### config.mk
export PLATFORM = sky130hd
export DESIGN_NAME = apb_uart_fifo_wm
export DESIGN_NICKNAME = d
export VERILOG_FILES = /design/src/rtl/apb_uart_pkg.sv /design/src/rtl/apb_uart_fifo_ptr.sv /design/src/rtl/apb_uart_fifo_wm.sv
export SDC_FILE = /design/constraint.sdc
export NUM_CORES = 1
export LEC_CHECK = 0
export CAP_MARGIN = 25
export CELL_PAD_IN_SITES_DETAIL_PLACEMENT = 0
export CELL_PAD_IN_SITES_GLOBAL_PLACEMENT = 2
export CORE_MARGIN = 5
export CORE_UTILIZATION = 46
export CTS_BUF_LIST = sky130_fd_sc_hd__clkbuf_8
export DETAILED_ROUTE_END_ITERATION = 10
export GPL_TIMING_DRIVEN = 0
export PLACE_DENSITY = 0.82
export SLEW_MARGIN = 20
export SYNTH_ARGS = -nofsm -noshare
export SYNTH_HDL_FRONTEND = slang
export SYNTH_HIERARCHICAL = 1
export SYNTH_SLANG_ARGS = --single-unit
### constraint.sdc
create_clock -name clk -period 3.5 [get_ports clk]
set_clock_uncertainty 0.1 [all_clocks]
set_input_delay 0.7 -clock clk [delete_from_list [all_inputs] [get_ports clk]]
set_output_delay 0.7 -clock clk [all_outputs]
set_load 0.1 [all_outputs]
### src/rtl/apb_uart_pkg.sv
// Shared constants and types for the APB UART FIFO slice.
package apb_uart_pkg;

  localparam int unsigned UART_DATA_W     = 8;
  localparam int unsigned UART_FIFO_DEPTH = 16;

  typedef logic [$clog2(UART_FIFO_DEPTH):0] fifo_lvl_t;

  typedef struct packed {
    logic empty;
    logic full;
    logic wm_hi;
    logic wm_lo;
    logic ovf;
    logic timeout;
  } fifo_status_t;

endpackage

### src/rtl/apb_uart_fifo_ptr.sv
// Pointer counter that wraps at DEPTH-1 back to 0, with enable and synchronous clear.
module apb_uart_fifo_ptr #(
  parameter int unsigned DEPTH = 16,
  parameter int unsigned PW    = $clog2(DEPTH)
) (
  input  logic          clk,
  input  logic          reset_n,
  input  logic          i_clr,
  input  logic          i_en,
  output logic [PW-1:0] o_ptr
);

  localparam logic [PW-1:0] LP_LAST = PW'(DEPTH - 1);

  logic [PW-1:0] r_ptr;

  always_ff @(posedge clk or negedge reset_n) begin
    if (!reset_n) begin
      r_ptr <= '0;
    end else if (i_clr) begin
      r_ptr <= '0;
    end else if (i_en) begin
      r_ptr <= (r_ptr == LP_LAST) ? '0 : r_ptr + 1'b1;
    end
  end

  assign o_ptr = r_ptr;

endmodule

### src/rtl/apb_uart_fifo_wm.sv
// UART data FIFO with watermarks and sticky overflow.
// Optional RX character timeout compiled in with APB_UART_FIFO_TIMEOUT_EN.
module apb_uart_fifo_wm
  import apb_uart_pkg::*;
#(
  parameter int unsigned DATA_WIDTH = UART_DATA_W,
  parameter int unsigned DEPTH      = UART_FIFO_DEPTH,
  parameter int unsigned LOG_DEPTH  = $clog2(DEPTH),
  parameter int unsigned TO_WIDTH   = 16
) (
  input  logic                  clk,
  input  logic                  reset_n,
  input  logic                  clr_i,
  input  logic                  valid_i,
  input  logic [DATA_WIDTH-1:0] data_i,
  output logic                  ready_o,
  output logic                  valid_o,
  output logic [DATA_WIDTH-1:0] data_o,
  input  logic                  ready_i,
  output logic [LOG_DEPTH:0]    level_o,
  output logic                  empty_o,
  output logic                  full_o,
  input  logic [LOG_DEPTH:0]    wm_hi_i,
  input  logic [LOG_DEPTH:0]    wm_lo_i,
  output logic                  wm_hi_o,
  output logic                  wm_lo_o,
  output logic                  ovf_o,
`ifdef APB_UART_FIFO_TIMEOUT_EN
  input  logic [TO_WIDTH-1:0]   timeout_val_i,
  output logic                  timeout_o,
`endif
  input  logic                  ovf_clr_i
);

  localparam logic [LOG_DEPTH:0] LP_DEPTH = (LOG_DEPTH + 1)'(DEPTH);

  logic [DATA_WIDTH-1:0] r_mem [DEPTH];
  logic [LOG_DEPTH:0]    r_level;
  logic                  r_ovf;
  logic [LOG_DEPTH-1:0]  w_wr_ptr;
  logic [LOG_DEPTH-1:0]  w_rd_ptr;
  logic                  w_full;
  logic                  w_empty;
  logic                  w_push;
  logic                  w_pop;

  assign w_full  = (r_level == LP_DEPTH);
  assign w_empty = (r_level == '0);
  // No fall-through: a push into an empty FIFO never pops in the same cycle.
  assign w_push  = valid_i & ~w_full;
  assign w_pop   = ready_i & ~w_empty;

  apb_uart_fifo_ptr #(.DEPTH(DEPTH), .PW(LOG_DEPTH)) u_wr_ptr (
    .clk     (clk),
    .reset_n (reset_n),
    .i_clr   (clr_i),
    .i_en    (w_push),
    .o_ptr   (w_wr_ptr)
  );

  apb_uart_fifo_ptr #(.DEPTH(DEPTH), .PW(LOG_DEPTH)) u_rd_ptr (
    .clk     (clk),
    .reset_n (reset_n),
    .i_clr   (clr_i),
    .i_en    (w_pop),
    .o_ptr   (w_rd_ptr)
  );

  always_ff @(posedge clk) begin
    if (w_push && !clr_i) begin
      r_mem[w_wr_ptr] <= data_i;
    end
  end

  always_ff @(posedge clk or negedge reset_n) begin
    if (!reset_n) begin
      r_level <= '0;
    end else if (clr_i) begin
      r_level <= '0;
    end else if (w_push && !w_pop) begin
      r_level <= r_level + 1'b1;
    end else if (w_pop && !w_push) begin
      r_level <= r_level - 1'b1;
    end
  end

  // Set beats ovf_clr_i when both occur in one cycle.
  always_ff @(posedge clk or negedge reset_n) begin
    if (!reset_n) begin
      r_ovf <= 1'b0;
    end else if (clr_i) begin
      r_ovf <= 1'b0;
    end else if (valid_i && w_full) begin
      r_ovf <= 1'b1;
    end else if (ovf_clr_i) begin
      r_ovf <= 1'b0;
    end
  end

`ifdef APB_UART_FIFO_TIMEOUT_EN
  logic [TO_WIDTH-1:0] r_to_cnt;

  always_ff @(posedge clk or negedge reset_n) begin
    if (!reset_n) begin
      r_to_cnt <= '0;
    end else if (clr_i || w_push || w_pop || w_empty) begin
      r_to_cnt <= '0;
    end else if (r_to_cnt < timeout_val_i) begin
      r_to_cnt <= r_to_cnt + 1'b1;
    end
  end

  assign timeout_o = (timeout_val_i != '0) && (r_to_cnt == timeout_val_i);
`endif

  assign data_o  = r_mem[w_rd_ptr];
  assign level_o = r_level;
  assign empty_o = w_empty;
  assign full_o  = w_full;
  assign valid_o = ~w_empty;
  assign ready_o = ~w_full;
  assign ovf_o   = r_ovf;
  assign wm_hi_o = (wm_hi_i != '0) && (r_level >= wm_hi_i);
  assign wm_lo_o = (r_level <= wm_lo_i);

endmodule

==> out/summary.txt, run 1 <==
Outcome = complete, no violations
Transition time at the pin with the least slew margin = 971.3 ps
Data required time of the critical path = 2700 ps
Routed len/inst = 19.72 microns
Share of the core filled with cells = 0.5456
Commonest cells after routing, fill and taps aside = edfxtp_1, mux4_2, clkdlybuf4s50_1
Reg area = 0.004194 sq mm
Global-route wire length before repair = 19200 microns
Count of distinct cell types in the synthesized netlist = 48
Fmax = 295.0 MHz
Clock transition at the register clock pins on the worst setup and hold paths after CTS = 70 ps
RSZ-0062 raised after global routing = no
Maximum number of pins on one net before global-route repair = 17
Number of synthesized flops with an enable pin = 128
CTS H-tree depth = 4
Hold Slack = 516.1 ps
All-Layer GR Usage = 0.1639
Power per cell area = 690.1 mW/mm^2
Total number of vias = 3256
CTS tree = built
Number of standard-cell rows in the floorplan = 42
Non-filler cells, final = 605
Longest Clk Path Bufs = 2
Synthesis-stage register bit count = 142
Cell area after technology mapping = 0.006108 sq mm
CTS root buf = clkbuf_8
# nets final = 457
CTS Buf Count = 17
Count of antenna diodes in the layout = 0
Setup violators final = 0
Fin crit share = 0.9685
CP arrival = 2590 ps
Top FF cell, synth = edfxtp_1
Leakage dissipation = 2.475 nW
Start of the worst register-to-register path = level_o[1]
Die height = 125.2 microns
Slew Limit Headroom = 0.3504
Shortest clock period the worst path allows after layout = 3390 ps
Remaining antenna violation count after routing = 0
Vias/cell = 5.382
Sort of element at the end of the critical path = output port
Peak supply drop = 0.6360 mV
Proportion of synthesized flip-flops having asynchronous set or reset = 0.09859
1st-iter DRT viols = 276
# Max-Cap Violations = 0
Crit path cell chain = clkdlybuf4s50_1 -> inv_1 -> ha_1 -> nor2b_1 -> o21a_1 -> o21ai_0 -> a21o_1 -> clkdlybuf4s15_2
CP Launch Type = input pin
Max Fanout on Critical Path = 2
Total clock sinks = 142
Highest-delay cell along the critical path = clkdlybuf4s15_2
Critical path start-end classification = in -> out
Commonest non-fill, non-tap cell in the layout = edfxtp_1
Filler instances = 1080
Critical Path Source = wm_lo_i[1]
Number of global-route vias before repair = 3444
Post-CTS setup-driven buffer insertion count = 0
Endpoints failing hold = 0
Dpl cell area = 0.006777 sq mm
Latest clock arrival within the worst-skew pair = 430 ps
Pre-antenna DRT Iters = 4
Total number of yosys warnings = 6
Average instance area after synthesis = 17.21 sq um
Core region area = 0.01314 sq mm
Top-level port count = 44
Die X = 125.2 microns
Share of the yosys chip area belonging to registers = 0.6866
Finished Cell Area = 0.007168 sq mm
Initial antenna violation count = 0
Post-route DRC = 0
Input/output buffers = 42
Cell count after synthesis = 355
Area growth from synthesis to layout = 17.35%
Post-layout power = 4.947 mW
Crit-path leading delay family = buffers and inverters
Total wire length = 11930 microns
Final weighted congestion in routability-driven placement = 0.7420
Initial cell density of the core = 0.4650
Cell count after placement = 573
Synthesized net count = 396
Post-DP HPWL = 8145 microns
Multi-input gate area = 0.001814 sq mm
Worst path buffer plus inverter count = 3
Area of the die = 0.01568 sq mm
Worst min-delay path category = in -> reg
Delay of the slowest critical-path stage = 550 ps
Gr ovfl total = 0
Startpoint of the most critical hold path = ready_i
Hold_buf cts = 0
Fraction of layout instances using a drive strength above 1 = 0.2401
Fin. max-slew vios = 0
-- routing by layer --
layer  up-vias  GRT usage  wire (microns)
met3         2    0.04563             635
met5         -          0               0
met4         0    0.05931              38
li1       1520          -               -
met1      1646     0.2167            5020
met2        88     0.2626            6237
-- flip-flops by register name (all words and copies together) (netlist names) --
register and flops:
r_mem 128, level_o 5, u_rd_ptr/o_ptr 4, u_wr_ptr/o_ptr 4, ovf_o 1
-- synthesized netlist by cell type (3+ instances only) --
| cell | n | share of area |
|---|---|---|
| edfxtp_1 | 128 | 0.63 |
| mux4_2 | 32 | 0.12 |
| nor2_1 | 28 | 0.017 |
| nand2_1 | 21 | 0.013 |
| a22oi_1 | 16 | 0.020 |
| ha_1 | 16 | 0.033 |
| dfrtp_1 | 14 | 0.057 |
| inv_1 | 13 | 0.0080 |
| a21oi_1 | 10 | 0.0082 |
| buf_2 | 6 | 0.0049 |
| mux2i_1 | 6 | 0.0098 |
| nor2b_1 | 6 | 0.0061 |
| clkbuf_1 | 4 | 0.0025 |
| mux2_4 | 3 | 0.0074 |
| nand2b_1 | 3 | 0.0031 |
| nand3_1 | 3 | 0.0025 |
| nor3_1 | 3 | 0.0025 |
| o21ai_0 | 3 | 0.0025 |
-- area by class of cell --
| cell class | instances | area share |
|---|---|---|
| Tap cell | 176 | 0.03072 |
| Clock inverter | 15 | 0.02514 |
| Buffer | 14 | 0.01309 |
| Clock buffer | 17 | 0.03264 |
| Inverter | 14 | 0.007855 |
| Timing Repair Buffer | 42 | 0.05237 |
| Multi-Input combinational cell | 185 | 0.2531 |
| Sequential cell | 142 | 0.5851 |
-- tightest hold or removal path, cell delays in order --
cell	delay [ps]
buf_4	140
nand4_1	90
nand4b_1	80
-- kinds of logic (layout without fill, tap and decap cells) --
| kind of cell | after synthesis | count (layout) | share of synthesized area |
|---|---|---|---|
| simple gates | 82 | 82 | 0.06964 |
| xor+xnor | 3 | 3 | 0.004302 |
| flops | 142 | 142 | 0.6866 |
| buf+inv | 28 | 102 | 0.02028 |
| mux | 42 | 42 | 0.1370 |
| compound gates | 41 | 41 | 0.04609 |
| fa+ha+maj | 17 | 17 | 0.03605 |
-- timing repair --
action	4_1_cts	5_1_grt
pin swaps	0	0
endpoints found under the setup margin	14	8
gates resized for setup	53	13
-- through the flow --
step	setup TNS [ps]	setup WS, ps
finish	0	110.4
CTS	-268.4	-134.3
floorplan	-450.5	-450.5
detailed placement	-2699	-471.5
global placement	-3345	-466.3
global route	0	5.326
-- report_power, final --
group | leakage, nW | internal [mW] | switching [mW] | total [mW]
sequential | 1.34 | 1.90 | 0.0796 | 1.98
clock | 0.220 | 0.762 | 0.588 | 1.35
combinational | 0.914 | 0.519 | 1.10 | 1.62
total | 2.47 | 3.18 | 1.77 | 4.95
-- worst paths after layout --
path / end / slack [ps] / depth (start not counted)
min: level_o[4] / 520 / 3
max: wm_lo_o / 110 / 8
max in group asynchronous: u_wr_ptr/o_ptr[3] / 2320 / 1
min reg2reg: u_rd_ptr/o_ptr[0] / 540 / 2
max reg2reg: level_o[4] / 630 / 10
min in group asynchronous: u_rd_ptr/o_ptr[1] / 570 / 1
No activity file was read; power rests on OpenSTA's default activity.
==> inputs of run 2 (changes only) <==
--- a/config.mk
+++ b/config.mk
@@ -13,6 +13,7 @@
 export CTS_BUF_LIST = sky130_fd_sc_hd__clkbuf_8
 export DETAILED_ROUTE_END_ITERATION = 10
 export GPL_TIMING_DRIVEN = 0
+export HOLD_SLACK_MARGIN = 0.06
 export PLACE_DENSITY = 0.82
 export SLEW_MARGIN = 20
 export SYNTH_ARGS = -nofsm -noshare
==> results of run 2 <==
No change in the layout: final DEF, timing and power equal those of run 1.
